File: src/rtl/mips_multicycle_datapath.sv
// ---------------------------------------------------------------------------
// mips_multicycle_datapath
//
// Multicycle MIPS datapath. It holds the architectural and inter-stage
// registers (PC, IR, MDR, A, B, ALUOut), a 32x32 register file and the ALU.
// It executes the per-state control word supplied by an external controller
// and hands back the opcode, funct and ALU zero flag for sequencing.
// Instruction and data traffic share one memory port. Reads from that port
// are combinational. Memory writes happen outside this block, on the clock
// edge, using adr and writedata.
//
// Ports
//   clk         in   1   system clock, all state updates on the rising edge
//   reset       in   1   synchronous, active-high reset
//   memtoreg    in   1   register write data: 1=MDR, 0=ALUOut
//   pcEn        in   1   PC load enable
//   pcsrc       in   1   next PC: 0=ALU result (this cycle), 1=ALUOut
//   alusrcA     in   1   ALU operand A: 0=PC, 1=A register
//   alusrcB     in   2   ALU operand B: 00=B, 01=PC_INC, 10=SignImm, 11=SignImm<<2
//   regdst      in   1   write register: 1=IR[15:11], 0=IR[20:16]
//   regwrite    in   1   register file write enable
//   IRwrite     in   1   IR load enable
//   IorD        in   1   memory address: 0=PC, 1=ALUOut
//   alucontrol  in   3   010 add, 110 sub, 000 and, 001 or, 111 slt
//   readdata    in   32  memory read data, valid in the same cycle as adr
//   op          out  6   IR[31:26]
//   funct       out  6   IR[5:0]
//   zero        out  1   combinational ALU result == 0
//   adr         out  32  memory address
//   writedata   out  32  memory write data (B register)
// ---------------------------------------------------------------------------
module mips_multicycle_datapath #(
  parameter logic [31:0] RESET_PC = 32'h0000_0000,
  parameter logic [31:0] PC_INC   = 32'd4
) (
  input  logic        clk,
  input  logic        reset,
  input  logic        memtoreg,
  input  logic        pcEn,
  input  logic        pcsrc,
  input  logic        alusrcA,
  input  logic [1:0]  alusrcB,
  input  logic        regdst,
  input  logic        regwrite,
  input  logic        IRwrite,
  input  logic        IorD,
  input  logic [2:0]  alucontrol,
  input  logic [31:0] readdata,
  output logic [5:0]  op,
  output logic [5:0]  funct,
  output logic        zero,
  output logic [31:0] adr,
  output logic [31:0] writedata
);

  // ALU operation encodings driven by the controller.
  localparam logic [2:0] ALU_AND = 3'b000;
  localparam logic [2:0] ALU_OR  = 3'b001;
  localparam logic [2:0] ALU_ADD = 3'b010;
  localparam logic [2:0] ALU_SUB = 3'b110;
  localparam logic [2:0] ALU_SLT = 3'b111;

  logic [31:0] pc, ir, mdr, a, b, aluout;
  logic [31:0] rf [32];

  logic [4:0]  ra1, ra2, wa;
  logic [31:0] rd1, rd2, wd;
  logic [31:0] sign_imm, src_a, src_b, alu_result, pc_next;

  // ---------------------------------------------------------------------
  // Instruction field decode
  // ---------------------------------------------------------------------
  assign op       = ir[31:26];
  assign funct    = ir[5:0];
  assign ra1      = ir[25:21];
  assign ra2      = ir[20:16];
  assign wa       = regdst ? ir[15:11] : ir[20:16];
  assign wd       = memtoreg ? mdr : aluout;
  assign sign_imm = {{16{ir[15]}}, ir[15:0]};

  // ---------------------------------------------------------------------
  // Register file: two combinational read ports, one synchronous write port
  // ---------------------------------------------------------------------
  // R0 is forced to zero on the read side. Its storage word is never written.
  // A read of the register being written returns the old contents, because
  // the new value only lands at the edge.
  assign rd1 = (ra1 == 5'd0) ? 32'd0 : rf[ra1];
  assign rd2 = (ra2 == 5'd0) ? 32'd0 : rf[ra2];

  // NOTE: the register array has no reset. Clearing it would turn the
  // storage into 1024 resettable flops. Software initialises registers
  // before it reads them, and R0 is zeroed on the read side.
  always_ff @(posedge clk) begin
    if (!reset && regwrite && (wa != 5'd0)) begin
      rf[wa] <= wd;
    end
  end

  // ---------------------------------------------------------------------
  // ALU operand selection and ALU
  // ---------------------------------------------------------------------
  assign src_a = alusrcA ? a : pc;

  // NOTE: each always_comb assigns a default before its case statement.
  // This prevents an unlisted selector value from inferring a latch and
  // keeps every output defined.
  always_comb begin
    src_b = b;
    case (alusrcB)
      2'b00:   src_b = b;
      2'b01:   src_b = PC_INC;
      2'b10:   src_b = sign_imm;
      2'b11:   src_b = {sign_imm[29:0], 2'b00};
      default: src_b = b;
    endcase
  end

  always_comb begin
    alu_result = 32'd0;
    case (alucontrol)
      ALU_ADD: alu_result = src_a + src_b;
      ALU_SUB: alu_result = src_a - src_b;
      ALU_AND: alu_result = src_a & src_b;
      ALU_OR:  alu_result = src_a | src_b;
      ALU_SLT: alu_result = {31'd0, ($signed(src_a) < $signed(src_b))};
      default: alu_result = 32'd0;
    endcase
  end

  // During the branch state the controller samples zero from the live ALU
  // result, not from ALUOut.
  assign zero    = (alu_result == 32'd0);
  assign pc_next = pcsrc ? aluout : alu_result;

  // ---------------------------------------------------------------------
  // Datapath registers
  // ---------------------------------------------------------------------
  // NOTE: sequential state uses non-blocking assignments only. Each edge
  // therefore samples the previous values of every register. For example,
  // A and B capture the pre-write register file contents, and the PC is
  // loaded from the pre-edge ALUOut.
  always_ff @(posedge clk) begin
    if (reset) begin
      pc     <= RESET_PC;
      ir     <= 32'd0;
      mdr    <= 32'd0;
      a      <= 32'd0;
      b      <= 32'd0;
      aluout <= 32'd0;
    end else begin
      mdr    <= readdata;
      a      <= rd1;
      b      <= rd2;
      aluout <= alu_result;
      if (IRwrite) ir <= readdata;
      if (pcEn)    pc <= pc_next;
    end
  end

  assign adr       = IorD ? aluout : pc;
  assign writedata = b;

endmodule

File: config.mk
export PLATFORM = sky130hd
export DESIGN_NAME = mips_multicycle_datapath
export DESIGN_NICKNAME = d
export VERILOG_FILES = /design/src/rtl/mips_multicycle_datapath.sv
export SDC_FILE = /design/constraint.sdc
export NUM_CORES = 2
export LEC_CHECK = 0
export BUFFER_PORTS_ARGS = -buffer_cell sky130_fd_sc_hd__buf_2
export CAP_MARGIN = 20
export CORE_MARGIN = 3
export CORE_UTILIZATION = 51
export CTS_BUF_LIST = sky130_fd_sc_hd__clkbuf_16
export DETAILED_ROUTE_END_ITERATION = 6
export HOLD_SLACK_MARGIN = 0.08
export MAX_ROUTING_LAYER = met4
export PLACE_DENSITY = 0.67
export SETUP_SLACK_MARGIN = 0.15
export SYNTH_ARGS = -nofsm -noshare
export SYNTH_HDL_FRONTEND = slang
export SYNTH_SLANG_ARGS = --single-unit
File: constraint.sdc
create_clock -name clk -period 5.15 [get_ports clk]
set_input_delay 0.2575 -clock clk [delete_from_list [all_inputs] [get_ports clk]]
set_output_delay 0.2575 -clock clk [all_outputs]
set_load 0.05 [all_outputs]
==> flow_metrics.py <==
metrics = {
    "outcome": {
        "status": "finished, violations left",
        "violations": "negative setup slack",
    },
    "pwr": {
        "p_per_area_nw_per_um2": 342.8,
        "p_leak_nw": 22.71,
        "p_sw_share_pct": 25.96,
        "finalPower_w": 0.02312,
        "pwr-share-comb_pct": 14.1,
        "peakVddDrop_mv": 0.2795,
        "switching_power_w": 0.006003,
        "seqPwrFrac_pct": 47.9,
        "internal_power_w": 0.01712,
        "power_frac_clock_pct": 38.0,
    },
    "critical_path": {
        "worstSetupPathType": "flip-flop to primary output",
        "startpoint_type": "flip-flop",
        "cp_data_arrival_time_ns": 4.99,
        "required_ns": 4.89,
        "crit_fanout": 2,
        "worst_setup_path_end_kind": "primary output",
    },
    "cts": {
        "cts_root_buf": "clkbuf_16",
        "h-tree-depth": 4,
        "clk_pin_slew_ns": 0.06,
        "cts_buffer_depth": 3,
        "cts_made_buffers": 132,
        "clock-sinks": 1216,
        "cts_tree": "built",
        "insertion_delay_ns": 0.75,
    },
    "drt": {
        "drc_errors": 0,
        "wl_per_cell_um": 32.80,
        "drt_first_pass_iters": 5,
        "ant_nets": 0,
        "wirelength_um": 183900,
        "drtIter0Drc": 5115,
        "via_per_inst": 6.747,
        "route.vias.total": 37830,
    },
    "placed_design": {
        "gp_congestion": 0.9912,
        "dp_hpwl_um": 114200,
        "place_ws_ns": 0.006462,
        "portBuffers": 123,
    },
    "floorplan": {
        "die_h_um": 347.2,
        "io_pins": 124,
        "core_area_sq_um": 115000,
        "rows": 124,
        "dieArea_sq_um": 120500,
        "die_w_um": 347.2,
        "start_util_pct": 51.64,
    },
    "layout": {
        "syn2layout_area_growth_pct": 13.61,
        "final_cell_mix": "edfxtp_1, mux4_2, mux2i_1, nor2_1, buf_4",
        "multi_input_area_sq_um": 23770,
        "layout-drive-gt1-share_pct": 30.59,
        "nNetsFinal": 4138,
        "final_common_cell": "edfxtp_1",
        "fillCellCount": 8738,
        "utilization_pct": 58.67,
        "area.sequential_sq_um": 34650,
    },
    "timing": {
        "min_period_over_period_pct": 102.0,
        "timing.final.ws_setup_ns": -0.1016,
        "setup_violations": 1,
        "worst_slew_pin_slew_ns": 1.140,
        "fmax_mhz": 190.4,
        "slew_viol_final": 0,
        "report.final.hold_viol_count": 0,
        "fin_skew_ns": 0.03502,
        "min_period_ns": 5.252,
        "rsz0062_at_grt": "yes",
        "fin_setup_tns_ns": -0.1016,
        "relSlewSlack_pct": 23.77,
    },
    "logic_synthesis": {
        "syn_inst": 3752,
        "ys.flop_type": "edfxtp_1",
        "synthesis.area_sq_um": 59370,
        "ys_ff_latch": 1216,
        "yosysWarningCount": 0,
        "avgSynthCellArea_sq_um": 15.82,
        "synth-edff-count": 1024,
        "synth_cell_type_count": 90,
        "synth-seq-area-share_pct": 58.27,
        "async_reset_ff_share_pct": 0,
    },
    "global_route": {
        "grt-ovfl-total": 0,
        "grt_max_degree": 122,
        "grt_pass1_wl_um": 265700,
        "antenna_found_initial": 6,
        "grt_pass1_vias": 37560,
        "track_usage_pct": 31.50,
    },
    "run": {
        "max_cap_violations": 0,
    },
    "worst_hold_path": {
        "hp-class": "primary input to flip-flop",
    },
}
[layer usage]
layer | wire length, um | part of all wire [%] | track usage, %
met5 | 0 | 0 | -
met4 | 5871 | 3.2 | 10.16
met3 | 19290 | 10 | 5.622
met2 | 86890 | 47 | 48.31
met1 | 71850 | 39 | 43.25
[worst paths after layout]
check	start	endpoint	slack (ns)	cells past startpoint
setup / recovery	ir[2]$_SDFFE_PP0P_	zero	-0.10	17
setup reg to reg	ir[0]$_SDFFE_PP0P_	pc[24]$_SDFFE_PP0P_	1.02	18
hold reg to reg	pc[19]$_SDFFE_PP0P_	pc[19]$_SDFFE_PP0P_	0.49	2
hold / removal	alucontrol[0]	aluout[4]$_SDFF_PP0_	0.15	4
[cells in the mapped netlist, types with 14 or more instances]
| library cell | number | area (sq um) |
|---|---|---|
| nor2b_1 | 44 | 275.3 |
| a221oi_1 | 45 | 394.1 |
| buf_2 | 38 | 190.2 |
| buf_1 | 70 | 262.8 |
| a21o_1 | 27 | 202.7 |
| mux2_2 | 170 | 1914 |
| mux4_2 | 472 | 10630 |
| nand2_1 | 86 | 322.8 |
| xnor2_1 | 25 | 219.0 |
| mux2i_1 | 255 | 2552 |
| edfxtp_1 | 1024 | 30750 |
| o221ai_1 | 42 | 367.9 |
| dfxtp_1 | 192 | 3844 |
| a31oi_1 | 14 | 87.58 |
| inv_1 | 107 | 401.6 |
| nor2_1 | 254 | 953.4 |
| nand3_1 | 14 | 70.07 |
| nand2b_1 | 33 | 206.5 |
| ha_1 | 103 | 1289 |
| nor3_1 | 26 | 130.1 |
| o21ai_0 | 79 | 395.4 |
| o211ai_1 | 21 | 157.7 |
| a211oi_1 | 45 | 337.8 |
| clkbuf_1 | 171 | 641.9 |
| a21oi_1 | 119 | 595.6 |
| a22o_1 | 18 | 157.7 |
| a211o_1 | 16 | 140.1 |
| o22ai_1 | 76 | 475.5 |
[power groups by stage]
stage | registers, W | logic (W) | clock network, W
5_1_grt | 0.0111 | 0.00345 | 0.00931
3_5_place_dp | 0.0113 | 0.00313 | 0
3_3_place_gp | 0.0113 | 0.00313 | 0
6_report | 0.0111 | 0.00326 | 0.00879
2_1_floorplan | 0.0112 | 0.00204 | 0
4_1_cts | 0.0111 | 0.00319 | 0.00889
[repair_timing]
item,4_1_cts,5_1_grt
gates resized for setup,29,29
pin swaps,10,19
hold buffers,40,0
hold endpoints to repair,78,0
setup buffers,4,7
setup endpoints to repair,1,1
[final cells by class]
class | count | share of cell area [%]
Antenna cell | 5 | 0.01855
Clock buffer | 135 | 5.009
Clock inverter | 102 | 0.9146
Inverter | 107 | 0.5955
Multi-Input combinational cell | 2168 | 35.24
Sequential cell | 1216 | 51.37
Tap cell | 1512 | 2.805
Timing Repair Buffer | 361 | 4.044
[worst max-delay path, stage by stage (launching register included)]
cell      delay (ns)
dfxtp_4         0.35
mux2_4          0.25
o22a_1          0.21
ha_4            0.27
nor2b_4         0.13
o2111a_2        0.26
or4b_4          0.52
a211oi_4        0.24
o21ba_4         0.19
xnor2_2         0.14
a21oi_2         0.17
or4b_4          0.49
nor4_4          0.17
buf_4           0.17
nand4b_1        0.14
nor4_2          0.16
and4_1          0.25
buf_6           0.17
[stage by stage]
stage | hold slack (ns) | instance area (sq um) | instances
global placement | 0.4691 | 62760 | 5313
detailed placement | 0.4792 | 62760 | 5313
global route | 0.1801 | 67440 | 5603
finish | 0.1526 | 67440 | 5606
floorplan | 0.3857 | 59480 | 3783
CTS | 0.1022 | 67280 | 5594
[registers in the layout, indices dropped and copies added (netlist names)]
signal     count
rf          1024
writedata     32
ir            32
mdr           32
a             32
aluout        32
pc            32
[cell families (layout without fill, tap and decap cells)]
kind of cell    after synthesis  in the layout  synth area share (%)
flops                      1216           1216                 58.27
simple gates                523            523                 4.097
xor+xnor                     28             28                0.4131
mux                         898            898                 25.45
fa+ha+maj                   105            105                 2.238
other cells                   1             37              0.006317
compound gates              582            582                 6.841
buf+inv                     399            705                 2.685
Note: power is estimated with default switching activity, not from simulation.
